## config.mk

```make
export PLATFORM = sky130hd
export DESIGN_NAME = wb_prog_ctrl
export DESIGN_NICKNAME = d
export VERILOG_FILES = /design/src/rtl/wb_prog_ctrl.sv
export SDC_FILE = /design/constraint.sdc
export NUM_CORES = 1
export LEC_CHECK = 0
export CAP_MARGIN = 10
export CORE_ASPECT_RATIO = 1.75
export CORE_MARGIN = 10
export CORE_UTILIZATION = 40
export CTS_BUF_LIST = sky130_fd_sc_hd__clkbuf_8 sky130_fd_sc_hd__clkbuf_16
export DETAILED_ROUTE_END_ITERATION = 10
export REMOVE_ABC_BUFFERS = 1
export SLEW_MARGIN = 20
export SYNTH_ARGS = -nofsm -noshare
export SYNTH_HDL_FRONTEND = slang
export SYNTH_SLANG_ARGS = --single-unit
```

## constraint.sdc

```tcl
create_clock -name wb_clk_i -period 6.3 [get_ports wb_clk_i]
set_clock_uncertainty 0.1 [all_clocks]
set_input_delay 0.945 -clock wb_clk_i [delete_from_list [all_inputs] [get_ports wb_clk_i]]
set_output_delay 0.945 -clock wb_clk_i [all_outputs]
set_load 0.005 [all_outputs]
```

## src/rtl/wb_prog_ctrl.sv

```systemverilog
// Wishbone bitstream loader: buffers 32-bit words in a FIFO and shifts them MSB-first onto the fabric scan chain.
// Define PROG_READBACK_EN to add the RDATA readback shifter at offset 0x10.
module wb_prog_ctrl #(
  parameter int unsigned FIFO_DEPTH = 4,
  parameter logic [31:0] BASE_ADDR  = 32'h3000_0000
) (
  input  logic        wb_clk_i,
  input  logic        wb_rst_i,
  input  logic        wbs_stb_i,
  input  logic        wbs_cyc_i,
  input  logic        wbs_we_i,
  input  logic [3:0]  wbs_sel_i,
  input  logic [31:0] wbs_dat_i,
  input  logic [31:0] wbs_adr_i,
  output logic        wbs_ack_o,
  output logic [31:0] wbs_dat_o,
  output logic        prog_rst,
  output logic        prog_done,
  output logic        prog_we,
  output logic        prog_din,
  input  logic        prog_dout,
  input  logic        prog_we_o,
  output logic        irq
);

  localparam int unsigned AW     = $clog2(FIFO_DEPTH);
  localparam logic [4:0]  DepthW = 5'(FIFO_DEPTH);

  typedef enum logic {IDLE, SHIFT} serState_e;

  serState_e   state_q, state_d;
  logic [31:0] shiftReg_q, shiftReg_d;
  logic [4:0]  bitCnt_q, bitCnt_d;
  logic [31:0] wordCount_q, wordCount_d;

  logic [31:0]   fifoMem_q [FIFO_DEPTH];
  logic [AW-1:0] wrPtr_q, rdPtr_q;
  logic [4:0]    fifoCount_q;

  logic ack_q, progRst_q, progDone_q, irqEn_q, err_q, irq_q;
  logic req, ackD, stall, wrStrobe, ctrlWr, dataWr, flush, dropWord, push, pop;
  logic full, empty, busy;
  logic [7:0]  offset;
  logic [31:0] rdData, rdataVal;
  logic [4:0]  rbCnt;

  assign offset   = wbs_adr_i[7:0];
  assign req      = wbs_stb_i & wbs_cyc_i & (wbs_adr_i[31:8] == BASE_ADDR[31:8]);
  assign wrStrobe = ack_q & req & wbs_we_i;
  assign ctrlWr   = wrStrobe & (offset == 8'h00) & wbs_sel_i[0];
  assign dataWr   = wrStrobe & (offset == 8'h08);
  assign flush    = ctrlWr & wbs_dat_i[0];
  assign dropWord = progRst_q | progDone_q;
  assign push     = dataWr & ~dropWord;

  assign full  = (fifoCount_q == DepthW);
  assign empty = (fifoCount_q == 5'd0);
  assign busy  = (state_q == SHIFT) | ~empty;

  // A full FIFO holds off the ack; releasing it in a pop cycle lets the push land one cycle later.
  assign stall = req & wbs_we_i & (offset == 8'h08) & ~dropWord & full & ~pop;
  assign ackD  = req & ~ack_q & ~stall;

  always_comb begin
    state_d     = state_q;
    shiftReg_d  = shiftReg_q;
    bitCnt_d    = bitCnt_q;
    wordCount_d = wordCount_q;
    pop         = 1'b0;
    case (state_q)
      IDLE: begin
        if (!empty && !progRst_q) begin
          pop        = 1'b1;
          shiftReg_d = fifoMem_q[rdPtr_q];
          bitCnt_d   = 5'd0;
          state_d    = SHIFT;
        end
      end
      SHIFT: begin
        shiftReg_d = {shiftReg_q[30:0], 1'b0};
        bitCnt_d   = bitCnt_q + 5'd1;
        if (bitCnt_q == 5'd31) begin
          wordCount_d = wordCount_q + 32'd1;
          if (!empty) begin
            pop        = 1'b1;
            shiftReg_d = fifoMem_q[rdPtr_q];
          end else begin
            state_d = IDLE;
          end
        end
      end
      default: state_d = IDLE;
    endcase
    if (flush) begin
      state_d     = IDLE;
      shiftReg_d  = 32'd0;
      bitCnt_d    = 5'd0;
      wordCount_d = 32'd0;
      pop         = 1'b0;
    end
  end

  always_ff @(posedge wb_clk_i) begin
    if (wb_rst_i) begin
      state_q     <= IDLE;
      shiftReg_q  <= 32'd0;
      bitCnt_q    <= 5'd0;
      wordCount_q <= 32'd0;
      wrPtr_q     <= '0;
      rdPtr_q     <= '0;
      fifoCount_q <= 5'd0;
      ack_q       <= 1'b0;
      progRst_q   <= 1'b1;
      progDone_q  <= 1'b0;
      irqEn_q     <= 1'b0;
      err_q       <= 1'b0;
      irq_q       <= 1'b0;
    end else begin
      state_q     <= state_d;
      shiftReg_q  <= shiftReg_d;
      bitCnt_q    <= bitCnt_d;
      wordCount_q <= wordCount_d;
      ack_q       <= ackD;
      irq_q       <= irqEn_q & ~progRst_q & ~busy;
      if (ctrlWr) begin
        progRst_q  <= wbs_dat_i[0];
        progDone_q <= wbs_dat_i[1];
        irqEn_q    <= wbs_dat_i[2];
      end
      if (flush) begin
        wrPtr_q     <= '0;
        rdPtr_q     <= '0;
        fifoCount_q <= 5'd0;
        err_q       <= 1'b0;
      end else begin
        if (push) wrPtr_q <= wrPtr_q + AW'(1);
        if (pop)  rdPtr_q <= rdPtr_q + AW'(1);
        fifoCount_q <= fifoCount_q + {4'd0, push} - {4'd0, pop};
        if (dataWr && dropWord) err_q <= 1'b1;
      end
    end
  end

  always_ff @(posedge wb_clk_i) begin
    if (push) fifoMem_q[wrPtr_q] <= wbs_dat_i;
  end

`ifdef PROG_READBACK_EN
  logic [31:0] rdata_q;
  logic [4:0]  rbCnt_q;
  logic        unusedBits;

  always_ff @(posedge wb_clk_i) begin
    if (wb_rst_i || flush) begin
      rdata_q <= 32'd0;
      rbCnt_q <= 5'd0;
    end else if (prog_we_o) begin
      rdata_q <= {rdata_q[30:0], prog_dout};
      rbCnt_q <= rbCnt_q + 5'd1;
    end
  end

  assign rdataVal   = rdata_q;
  assign rbCnt      = rbCnt_q;
  assign unusedBits = ^wbs_sel_i[3:1];
`else
  logic unusedBits;

  assign rdataVal   = 32'd0;
  assign rbCnt      = 5'd0;
  assign unusedBits = ^{wbs_sel_i[3:1], prog_dout, prog_we_o};
`endif

  always_comb begin
    rdData = 32'd0;
    case (offset)
      8'h00:   rdData = {29'd0, irqEn_q, progDone_q, progRst_q};
      8'h04:   rdData = {19'd0, rbCnt, fifoCount_q[3:0], err_q, empty, full, busy};
      8'h0C:   rdData = wordCount_q;
      8'h10:   rdData = rdataVal;
      default: rdData = 32'd0;
    endcase
  end

  assign wbs_ack_o = ack_q;
  assign wbs_dat_o = ack_q ? rdData : 32'd0;
  assign prog_rst  = progRst_q;
  assign prog_done = progDone_q;
  assign prog_we   = (state_q == SHIFT);
  assign prog_din  = (state_q == SHIFT) & shiftReg_q[31];
  assign irq       = irq_q;

endmodule

```

# Word-level counts from Yosys, hierarchy flattened
# Memory sizes are Yosys's and may differ from the RTL's. A register that Yosys moved wholly into a read port is not among the register bits.
# Index checks and enable logic that the tools add are counted.
# op_classes
add_sub_neg,6
n_eq_ne,7
mux,19
bitwise_logic,29
n_reduce_logical,8
# ops
operator,n
2-to-1 mux 32 bit,4
case mux 32 bit (3 select lines),1
case mux 32 bit (2 select lines),1
adder 32 x 1 -> 32 bit (second input constant),1
equality test 24 x 22 -> 1 bit (second input constant),1
bitwise AND 1 bit,19
equality test 8 x 4 -> 1 bit (second input constant),2
case mux 5 bit (2 select lines),1
equality test 8 x 3 -> 1 bit (second input constant),1
logical NOT 8 bit,1
inverter 1 bit,8
2-to-1 mux 1 bit,7
adder 5 x 1 -> 5 bit,1
adder 5 x 1 -> 5 bit (second input constant),1
equality test 5 x 3 -> 1 bit (second input constant),1
equality test 5 bit (second input constant),1
logical NOT 5 bit,1
2-to-1 mux 5 bit,1
subtractor 5 x 1 -> 5 bit,1
adder 2 x 1 -> 2 bit (second input constant),2
2-to-1 mux 2 bit,2
case mux 1 bit (2 select lines),2
logical AND 1 bit,2
logical NOT 1 bit,2
4 further kinds,5
# totals
regBits,85
mem_bits_rw,128
input_bits,75
output_inout_bits,38
mem_count,1
# mem_list
memory,words,word_bits,read_ports,rd_ports_with_merged_regs,wr,line,source
fifoMem_q,4,32,1,1,1,36,logic [31:0] fifoMem_q [FIFO_DEPTH];

# Longest topological paths before layout
# logic_depth
ltp_word,12
ltp_mapped,16
mapped_depth_nobuf,16

# Worst setup path before layout
# No wires, ideal clock.
# synth_timing
kind,input to register
start,input wbs_adr_i[21]
end,register fifoCount_q[4]
setup_time_ps,70
arrival_ps,3441
t_required_ps,6130
setup_slack_ps,2690
cell_stages,14
path_buffers,1
cell_sequence,or4_1 -> nor4_4 -> and4_1 -> buf_2 -> nand3b_1 -> nand2_1 -> ha_1 -> inv_1 -> fa_1 -> inv_1 -> a21oi_1 -> nor2_1 -> or3_1 -> a21oi_1
# synth_between
elab_chain_len,9
elab_cells_between_ends,13
# synth_lines
element,line,source
from (decl),14,"input logic [31:0] wbs_adr_i,"
equality test 24 x 22 -> 1 bit *,48,assign req = wbs_stb_i & wbs_cyc_i & (wbs_adr_i[31:8] == BASE_ADDR[31:8]);
bitwise AND 1 bit *,48,
bitwise AND 1 bit * (2 in a row),49,assign wrStrobe = ack_q & req & wbs_we_i;
"parallel branches: the longest is 5 deep, another holds adder 5 x 1 -> 5 bit",--,
to (signal assigned),138,"fifoCount_q <= fifoCount_q + {4'd0, push} - {4'd0, pop};"
to (decl),38,logic [4:0] fifoCount_q;
# Mark *: on every way between the ends.
# A chain may end at the register's enable or synchronous reset.

# Worst setup path in the final report
# layout_timing
start,input wbs_adr_i[5]
end,output wbs_dat_o[21]
# layout_between
elab_chain_len,3
elab_cells_between_ends,5
# layout_lines
element,line,source
"equality test 8 x 4 -> 1 bit, or another cell as far along",176,case (offset)
case mux 32 bit (3 select lines) *,176,
2-to-1 mux 32 bit *,186,assign wbs_dat_o = ack_q ? rdData : 32'd0;
to (decl),16,"output logic [31:0] wbs_dat_o,"
# Every way passes the cells marked *; elsewhere a longest branch is shown, timed or not.

==> impl_results.md <==
* Clock transition at path regs at 0.06 ns
* Starting density of the core at 40.6%
* Antenna diode count at 0
* Synth top area cells: edfxtp_1 43%, dfxtp_1 19%, mux4_2 8.0%
* Gr ovfl total at 0
* Seq/Total Area, Yosys at 62.1%
* Clock Power Share at 43.5%
* Global-route wire length before repair at 31800 um
* Detail Route Antenna Nets at 0
* Initial drt markers at 318
* Fin worst setup slack at 1.49 ns
* Final hold vios at 0
* FF+latch count, synth at 215
* Async SR Flop Fraction at 0%
* Setup slack after placement at 1.44 ns
* Layout Utilization at 49.5%
* Post-synth EDFFs at 128
* Critical Path RT at 5.25 ns
* # H-tree levels at 1
* Cts bufs inserted at 21
* Gr usage total at 13.3%
* CP startpoint kind: input pin
* Pre-antenna DRT Iters at 4
* Final period utilization at 76.3%
* Layout cells sized above 1 at 10.5%
* Post-CTS Resized at 0
* Slowest cell on crit path: nor2_1
* FF-to-FF path depth at 16
* PD cells at 251 mW/mm2
* Worst skew pair latency at 0.49 ns
* Yosys top cell by area: edfxtp_1
* TritonCTS clock tree: yes
* Sw power at 0.000537 W
* R2r setup slk at 2.60 ns
* Outcome: finished, final reports clean
* Vias post-DR at 5718
* Vias in the first global route at 6238
* Setup TNS at 0 ns
* Post-Syn Area at 0.00899 mm2
* CTS Root Cell: clkbuf_16
* Minimum clock period at 4.81 ns
* Row count at 72
* Most common cell on crit path: clkdlybuf4s50_1
* P_int at 0.00222 W
* Unrepaired setup endpoints after global routing: false
* Port Buffer Count at 107
* Crit path DAT at 3.76 ns
* Fillcell total at 2008
* Critical Path Max Stage Delay at 0.71 ns
* Post-CTS Setup Inserts at 0
* Layout Nets at 887
* Area growth syn-to-layout at 22.0%
* Worst vdd ir at 0.226 mV
* Switching part of the total at 19.5%
* Comb pwr share at 2.6%
* CP max FO at 22
* Synth cell types at 49
* Static Leak at 3.69 nW
* Post-DP HPWL at 13200 um
* Mean post-synth cell area at 12.9 um2
* Maxcap violations at 0
* Max-slew violation count at 0
* DIE AREA at 0.0291 mm2
* CORE AREA at 0.0222 mm2
* Primary FF master, synth: edfxtp_1
* Area of the multi-input gates at 0.00316 mm2
* Top-area cell type share of the netlist area at 42.8%
* Drc violations at 0
* Routed len/inst at 17.7 um
* GP Congestion at 0.806
* Clock sinks at 215
* FF/Latch Area at 0.00559 mm2
* Initial antenna violation count at 0
* Worst hold slack at 0.372 ns
* Maximum clock insertion buffer count at 3
* Final setup viols at 0
* Vias per cell at 5.16
* Syn. warnings at 0
* Setup Crit Path Kind: in -> out
* # hold bufs at CTS at 0
* Chip height at 218 um
* Synth Instances at 697
* DRT Wirelength at 19600 um
* Die Wd at 133 um
* Worst path cell trace: clkdlybuf4s50_1 -> or4_4 -> nor3_1 -> nand2_1 -> nor2_1 -> and2_1 -> clkdlybuf4s50_1
* Hold path depth at 2
* # IOs at 113
* Largest net degree at the start of global routing at 56
* Peak Freq at 208 MHz
* Hold Path Class: reg -> reg
* Register share of total power at 53.9%
* Crit. End Element: primary output
* Rel. slew slack at 37.3%
* Slew @ Worst Pin at 0.938 ns
synth_stat cells (all sizes together), types with 2 or more instances:
| cell | number |
|---|---|
| edfxtp | 128 |
| nor2 | 101 |
| dfxtp | 87 |
| nand2 | 50 |
| a21oi | 36 |
| a211oi | 32 |
| mux4 | 32 |
| and2 | 30 |
| xor2 | 25 |
| buf | 22 |
| nand4 | 17 |
| nand3 | 15 |
| clkbuf | 14 |
| inv | 14 |
| ha | 12 |
| xnor2 | 12 |
| mux2i | 11 |
| nor4 | 8 |
| nor3 | 7 |
| and3 | 5 |
| a31oi | 4 |
| and4 | 4 |
| o21ai | 4 |
| a22oi | 3 |
| or4 | 3 |
| a21o | 2 |
| a311oi | 2 |
| nor2b | 2 |
| nor4b | 2 |
| o21a | 2 |
| or3 | 2 |
power groups by stage:
stage | clock [W] | sequential, W | combinational (W)
final | 0.00120 | 0.00149 | 0.0000717
after global routing | 0.00128 | 0.00148 | 0.0000768
after CTS | 0.00123 | 0.00149 | 0.0000726
after detailed placement | 0 | 0.00152 | 0.0000724
after global placement | 0 | 0.00152 | 0.0000696
after floorplan | 0 | 0.00152 | 0.0000111
stage by stage:
stage	instance area, um2	power (W)	instances
after floorplan	8780	0.00153	661
after global placement	10300	0.00159	1072
after detailed placement	10300	0.00159	1072
after CTS	11000	0.00279	1109
after global routing	11000	0.00285	1109
final	11000	0.00276	1109
layout by cell type, fill, tap and decap left out, types with 15 or more instances in the layout:
cell type          n
a211oi_1          32
a21oi_1           36
and2_1            28
clkbuf_16         21
clkdlybuf4s50_1  107
dfxtp_1           85
edfxtp_1         128
inv_1             18
mux4_2            32
nand2_1           50
nand3_1           15
nand4_1           17
nor2_1           101
xor2_1            25
routing by layer:
layer	GRT usage, %	wire length, um
met3	2.39	833
met2	26.3	11100
met5	0	0
met1	13.5	7210
met4	4.44	442
worst paths after layout:
path,start,to
setup / recovery,wbs_adr_i[5],wbs_dat_o[21]
hold / removal,err_q,err_q
setup reg to reg,fifoCount_q[3],fifoCount_q[4]
hold reg to reg,err_q,err_q
critical path: cells and delay by family:
kind	cells	cell delay (ns)
buffers and inverters	2	0.92
and+or+nand+nor	5	1.90
flip-flops by register name (all words and copies together) (netlist names), 2 cells and up, named ones only:
register / flops
shiftReg_q: 32
rdPtr_q: 2
wordCount_q: 32
wrPtr_q: 2
fifoCount_q: 5
fifoMem_q: 128
bitCnt_q: 5
logic make-up after synthesis:
group | count (synthesis) | share of synthesized area [%]
compound gates | 88 | 6.26
xor+xnor | 37 | 3.61
fa+ha+maj | 13 | 1.89
buf+inv | 50 | 2.92
flops | 215 | 62.1
mux | 43 | 9.24
simple gates | 251 | 13.9
cell type report:
cell class / instances / area share [%]
multi-input cells: 432 / 28.9
inverters: 14 / 0.479
clock inverters: 16 / 1.20
clock buffers: 21 / 4.79
well taps: 296 / 3.38
repair buffers: 115 / 10.3
flip-flops and latches: 215 / 51.0
(Power assumes the default switching activity.)
